--- config.mk ---
export PLATFORM = sky130hd
export DESIGN_NAME = if_fetch_stage
export DESIGN_NICKNAME = d
export VERILOG_FILES = /design/src/rtl/if_fetch_stage.sv
export SDC_FILE = /design/constraint.sdc
export NUM_CORES = 1
export LEC_CHECK = 0
export ABC_CLOCK_PERIOD_IN_PS = 5500
export CAP_MARGIN = 20
export CORE_MARGIN = 2
export CORE_UTILIZATION = 48
export CTS_CLUSTER_SIZE = 24
export DETAILED_ROUTE_END_ITERATION = 6
export PLACE_DENSITY = 0.78
export SKIP_CTS_REPAIR_TIMING = 1
export SYNTH_ARGS = -nofsm -noshare
export SYNTH_HDL_FRONTEND = slang
export SYNTH_SLANG_ARGS = --single-unit
--- constraint.sdc ---
create_clock -name clk -period 5.5 [get_ports clk]
set_clock_uncertainty 0.15 [all_clocks]
set_input_delay 1.1 -clock clk [delete_from_list [all_inputs] [get_ports clk]]
set_output_delay 1.1 -clock clk [all_outputs]
set_load 0.1 [all_outputs]
--- src/rtl/if_fetch_stage.sv ---
// Instruction-fetch front end: owns the fetch PC, drives the single-outstanding
// instruction-memory request, and queues fetched words for decode in a small FIFO.
// Branch/jump redirects from ID flush the queue; a redirect that lands while a
// request is still waiting moves to StDrop so the stale word is swallowed.
// Optional macro IF_PERF_CNT_EN adds perf_fetched/perf_wait counters.
module if_fetch_stage #(
  parameter logic [31:0] RESET_PC = 32'h0000_0000,
  parameter int unsigned DEPTH    = 2
) (
  input  logic        clk,
  input  logic        reset,
  output logic [31:0] inst_addr,
  output logic        inst_req,
  input  logic        inst_ready,
  input  logic [31:0] inst_mem,
  input  logic        redirect,
  input  logic [31:0] redirect_pc,
  input  logic        id_stall,
  output logic        ifid_valid,
  output logic [31:0] ifid_ir,
  output logic [31:0] ifid_pc
`ifdef IF_PERF_CNT_EN
  ,
  output logic [31:0] perf_fetched,
  output logic [31:0] perf_wait
`endif
);

  // DEPTH is 2 or 4, so pointers wrap naturally at their width.
  localparam int unsigned PtrW = (DEPTH > 2) ? 2 : 1;
  localparam int unsigned CntW = PtrW + 1;

  typedef enum logic [0:0] {StFetch, StDrop} state_e;

  state_e            state_q, state_d;
  logic [31:0]       fetch_pc_q, fetch_pc_d;
  logic [31:0]       drop_addr_q, drop_addr_d;
  logic [CntW-1:0]   count_q, count_d;
  logic [PtrW-1:0]   rd_ptr_q, rd_ptr_d;
  logic [PtrW-1:0]   wr_ptr_q, wr_ptr_d;
  logic [31:0]       buf_ir_q [DEPTH];
  logic [31:0]       buf_pc_q [DEPTH];
  logic              push, pop;

  // Memory request and decode-facing outputs, all derived from registered state.
  always_comb begin
    if (state_q == StDrop) begin
      inst_req  = 1'b1;
      inst_addr = drop_addr_q;
    end else begin
      inst_req  = (count_q < CntW'(DEPTH));
      inst_addr = fetch_pc_q;
    end
    ifid_valid = (count_q != '0);
    ifid_ir    = ifid_valid ? buf_ir_q[rd_ptr_q] : 32'h0;
    ifid_pc    = ifid_valid ? buf_pc_q[rd_ptr_q] : 32'h0;
    push       = (state_q == StFetch) && inst_req && inst_ready && !redirect;
    pop        = ifid_valid && !id_stall && !redirect;
  end

  // Next-state: redirect wins over push/pop and flushes the queue.
  always_comb begin
    state_d     = state_q;
    fetch_pc_d  = fetch_pc_q;
    drop_addr_d = drop_addr_q;
    count_d     = count_q;
    rd_ptr_d    = rd_ptr_q;
    wr_ptr_d    = wr_ptr_q;
    if (redirect) begin
      count_d    = '0;
      rd_ptr_d   = '0;
      wr_ptr_d   = '0;
      fetch_pc_d = {redirect_pc[31:2], 2'b00};
      if (state_q == StFetch && inst_req && !inst_ready) begin
        // Request already on the bus must complete; remember it so we can drop it.
        state_d     = StDrop;
        drop_addr_d = fetch_pc_q;
      end else if (state_q == StDrop && inst_ready) begin
        state_d = StFetch;
      end
    end else begin
      if (state_q == StDrop && inst_ready) state_d = StFetch;
      if (push) begin
        fetch_pc_d = fetch_pc_q + 32'd4;
        wr_ptr_d   = wr_ptr_q + PtrW'(1);
      end
      if (pop) rd_ptr_d = rd_ptr_q + PtrW'(1);
      unique case ({push, pop})
        2'b10:   count_d = count_q + CntW'(1);
        2'b01:   count_d = count_q - CntW'(1);
        default: count_d = count_q;
      endcase
    end
  end

  // State registers and buffer storage.
  always_ff @(posedge clk) begin
    if (reset) begin
      state_q     <= StFetch;
      fetch_pc_q  <= RESET_PC;
      drop_addr_q <= RESET_PC;
      count_q     <= '0;
      rd_ptr_q    <= '0;
      wr_ptr_q    <= '0;
      for (int i = 0; i < int'(DEPTH); i++) begin
        buf_ir_q[i] <= 32'h0;
        buf_pc_q[i] <= 32'h0;
      end
    end else begin
      state_q     <= state_d;
      fetch_pc_q  <= fetch_pc_d;
      drop_addr_q <= drop_addr_d;
      count_q     <= count_d;
      rd_ptr_q    <= rd_ptr_d;
      wr_ptr_q    <= wr_ptr_d;
      if (push) begin
        buf_ir_q[wr_ptr_q] <= inst_mem;
        buf_pc_q[wr_ptr_q] <= fetch_pc_q + 32'd4;
      end
    end
  end

`ifdef IF_PERF_CNT_EN
  logic [31:0] perf_fetched_q, perf_wait_q;

  // Words pushed and request wait cycles; both wrap.
  always_ff @(posedge clk) begin
    if (reset) begin
      perf_fetched_q <= 32'h0;
      perf_wait_q    <= 32'h0;
    end else begin
      if (push) perf_fetched_q <= perf_fetched_q + 32'd1;
      if (inst_req && !inst_ready) perf_wait_q <= perf_wait_q + 32'd1;
    end
  end

  assign perf_fetched = perf_fetched_q;
  assign perf_wait    = perf_wait_q;
`endif

endmodule

Yosys cells after proc, flatten, opt, wreduce, memory -nomap -nowiden
Memories as Yosys holds them, arrays and structs flattened. A register that Yosys moved wholly into a read port is not among the register bits. Index checks and enable logic that the tools add are counted.

Equal/unequal tests: 2. Mux-type cells: 25. Bitwise gates (word level): 1. Reductions and logical operators: 17. Magnitude comparators: 1. Add/sub/neg operators: 5.

Operators with widths (count): $mux W32 (7); $reduce_or A32 Y1 (2); $add A32 B3 Y32 const B (1); $mux W1 (17); $logic_and A1 B1 Y1 (7); $reduce_bool A2 Y1 (3); $pmux W2 S2 (1); $logic_not A1 Y1 (3); $add A1 B1 Y1 const B (2); $add A2 B1 Y2 const B (1); $eq A2 B1 Y1 const B (1); $eq A2 B2 Y1 const B (1); $lt A2 B2 Y1 const B (1); $reduce_and A2 Y1 (1); $reduce_or A2 Y1 (1); $sub A2 B1 Y2 const B (1); $not A1 Y1 (1).

Memory bits (writable): 128. Output and inout bits: 98. Logic and storage cells: 60. Memories kept: 2. Input port bits: 69. Flip-flop bits (word level): 69.

Memories: buf_ir_q (words 2, width 32, rd ports 1, clocked after memory_dff 1, write ports 2, line 41) `logic [31:0] buf_ir_q [DEPTH];`; buf_pc_q (words 2, width 32, rd ports 1, clocked after memory_dff 1, write ports 2, line 42) `logic [31:0] buf_pc_q [DEPTH];`.

Logic depth before layout (Yosys ltp)
Depth after elaboration: 10. Mapped depth: 9. Gate-level depth less buffers: 6.

Least setup slack after synthesis
OpenSTA, ideal clock, no wires.

Path kind: input port to flip-flop. From: input port inst_ready. To: memory buf_ir_q[0][0] (enable). Path buffers: 1. Data required time: 4855 ps. Slack: 290 ps. Arrival: 4565 ps. Stages: 3. Setup time: 495 ps. Cells stage by stage: or4b_1 > clkbuf_1 > o21bai_1.

RTL lines: start: declaration (line 14) `input logic inst_ready,`; end: declaration (line 41).

==> results.yml <==
worst_setup_path:
  crit_path_end: "ifid_ir[19]"
  rr_worst_depth: 5
  end_kind: "primary output"
  critPathSlowestCell: "clkdlybuf4s50_1"
  arrival_ps: 2980
  critical_path_class: "register to primary output"
  startpoint_type: "register"
  worst-path-stages: 4
  path_buf_inv: 2
  r2r-start: "fetch_pc_q[2]"
  r2r_end: "buf_pc_q[0][26]"
  cp_max_fo: 30
  cp_top_family: "buffers and inverters"
  max_stage_delay_ps: 1170
  worstPathRequired_ps: 4250
  reg2reg_slack_ps: 2400
  crit_chain: "buf_4 > mux2i_1 > nor2_1 > clkdlybuf4s50_1"
placement:
  dp.cells: 1297
  hpwl_mm: 15.6
  placement.io_buffers: 160
  gp_congestion: 0.915
  placed_cell_area_um2: 11300
drt:
  vias: 7457
  postRouteAntennaNets: 0
  via_per_inst: 5.61
  drt_iter0_markers: 586
  wl_per_cell_um: 17.7
  drcViolationCount: 0
  routed_wirelength_mm: 23.6
  drt-pass1-iter-count: 5
die:
  ios: 167
  die_h_um: 146
  die_w_um: 146
  start_util_pct: 49.2
  fp.coreArea_um2: 19600
  dieArea_um2: 21200
  rows: 51
run:
  maxCapViolCount: 0
sta:
  post-route-period-util_pct: 76.9
  finalMaxSlewViolations: 0
  final_hold_viol_count: 0
  tightest_slew_ps: 1050
  fin_crit_ps: 4230
  relSlewSlack_pct: 30.3
  max_freq_mhz: 236
  finalSetupTns_ps: 0
  setup_viol_count_final: 0
  rsz0062_at_grt: "false"
global_routing:
  antenna_found_initial: 0
  grt_pass1_vias: 7239
  grt_max_degree: 67
  grt_usage_pct: 22.2
  grt_pass1_wl_mm: 38.0
  grt_remaining_overflow: 0
yosys:
  synth_area_um2: 9640
  netlist_instances: 945
  synth_edf_count: 124
  ys_seq_elements: 190
  async_flop_share_pct: 0
  ys_types: 59
  syn-mean-instance-area_um2: 10.2
  ys.flop_type: "edfxtp_1"
  seq_area_frac_synth_pct: 52.3
  yosys_warnings: 0
pwr:
  ir_drop_mv: 0.236
  p_per_area_nw_per_um2: 286
  p_total_mw: 3.41
  leakage_nw: 3.94
layout:
  fin_nets: 1123
  drive_gt1_share_pct: 9.48
  antennaDiodeCount: 0
  fillCellCount: 1618
  postLayoutCellArea_um2: 11900
  instances_no_fill: 1330
  syn_to_final_growth_pct: 23.7
clocking:
  root_buffer: "clkbuf_16"
  clk_pin_slew_ps: 80
  cts_num_sinks: 190
  clockBufferDepth: 2
  numCtsBuffers: 17
  clk_latency_ps: 430
  cts_tree: "done"
  cts-htree-levels: 4
worst_hold_path:
  holdCritPathClass: "register to register"
outcome:
  status: "finished, final reports clean"
[cells in the mapped netlist (10+ instances only)]
library cell	number	area share, %
a211oi_1	11	0.86
a21oi_1	59	3.1
a311oi_1	14	1.3
and2_1	71	4.6
buf_2	16	0.83
buf_4	12	0.93
clkbuf_1	53	2.1
dfxtp_1	66	14
edfxtp_1	124	39
inv_1	10	0.39
mux2_2	27	3.2
mux2i_1	64	6.6
nand2_1	88	3.4
nand3_1	16	0.83
nand4_1	15	0.97
nor2_1	124	4.8
nor3_1	14	0.73
o21ai_0	18	0.93
o31ai_1	13	1.0
or3_1	14	0.91
or4_1	15	1.2
xnor2_1	15	1.4
xor2_1	10	0.91
[power by group]
| part | leakage, nW | total (mW) | internal, mW | switching, mW |
|---|---|---|---|---|
| Sequential | 1.84 | 1.66 | 1.59 | 0.0696 |
| Clock | 0.282 | 1.23 | 0.678 | 0.548 |
| Combinational | 1.81 | 0.526 | 0.163 | 0.364 |
| Total | 3.94 | 3.41 | 2.43 | 0.982 |
[cells by family (layout without fill, tap and decap cells)]
group,count (synthesis),count (layout),share of synthesized area (%)
AO/OA/AOI/OAI,130,130,8.42
XOR/XNOR,25,25,2.27
adder cells (fa/ha/maj),2,2,0.259
buffers and inverters,101,218,4.93
flip-flops,190,190,52.3
multiplexers,91,91,9.79
other,1,4,0.0389
AND/OR/NAND/NOR,405,405,22.0
[layout by cell type, fill, tap and decap left out, types with 4 or more instances in the layout]
master             n
nor2_1           121
conb_1             4
nand3_1           16
inv_1             10
o31ai_1           13
xor2_1            10
and4_1             8
or3b_2             4
edfxtp_1         124
inv_6              6
or4_1             15
mux2_2            27
xnor2_1           15
a211oi_1          11
clkbuf_16         17
clkdlybuf4s50_1  159
mux2i_1           64
and2_1            71
a21oi_1           59
nor4_1             8
o21ai_0           18
dfxtp_1           65
nor3_1            13
buf_4             13
or3_1             14
nand2_1           88
nand4_1           15
a311oi_1          14
nand4_2            4
[state kept, by name, indices dropped and copies added (netlist names), named ones only]
register / cells
fetch_pc_q: 30
count_q: 2
wr_ptr_q: 1
drop_addr_q: 30
buf_pc_q: 60
state_q: 1
buf_ir_q: 64
rd_ptr_q: 1
[per-layer routing]
layer | share of wire (%) | global-route usage [%] | vias to the layer above
met2 | 46 | 35.4 | 330
met5 | 0 | 0 | -
li1 | - | - | 3580
met1 | 44 | 30.3 | 3494
met4 | 2.2 | 7.50 | 0
met3 | 7.2 | 4.73 | 53
[per-stage QoR]
stage | hold WS (ps) | setup WS, ps | utilization (%)
3_5_place_dp | 295 | 1660 | 57.8
2_1_floorplan | 283 | 290 | -
3_3_place_gp | 287 | 1730 | 57.8
5_1_grt | 322 | 1120 | 60.9
4_1_cts | 305 | 1220 | 60.8
6_report | 305 | 1270 | 60.9
[area by class of cell]
type                       count  area [um2]  share of cell area (%)
tap                          265         332                    2.78
sequential                   190        5050                    42.3
clock inverter                14         155                    1.30
multi-input combinational    657        4170                    34.9
clock buffer                  18         429                    3.60
timing repair buffer         176        1760                    14.8
inverter                      10        37.5                   0.315
[worst min path at each step]
stage,start,end,slack [ps],depth (start not counted)
finish,drop_addr_q[12],drop_addr_q[12],310,2
floorplan,drop_addr_q[11],drop_addr_q[11],280,2
global route,drop_addr_q[12],drop_addr_q[12],320,2
detailed placement,drop_addr_q[31],drop_addr_q[31],290,2
CTS,drop_addr_q[31],drop_addr_q[31],300,2
global placement,drop_addr_q[5],drop_addr_q[5],290,2
[worst min-delay path, cell delays in order (launching register included)]
cell     delay [ps]
dfxtp_1         310
nand2_1          50
a21oi_1          50
No activity file was read; power rests on OpenSTA's default activity.
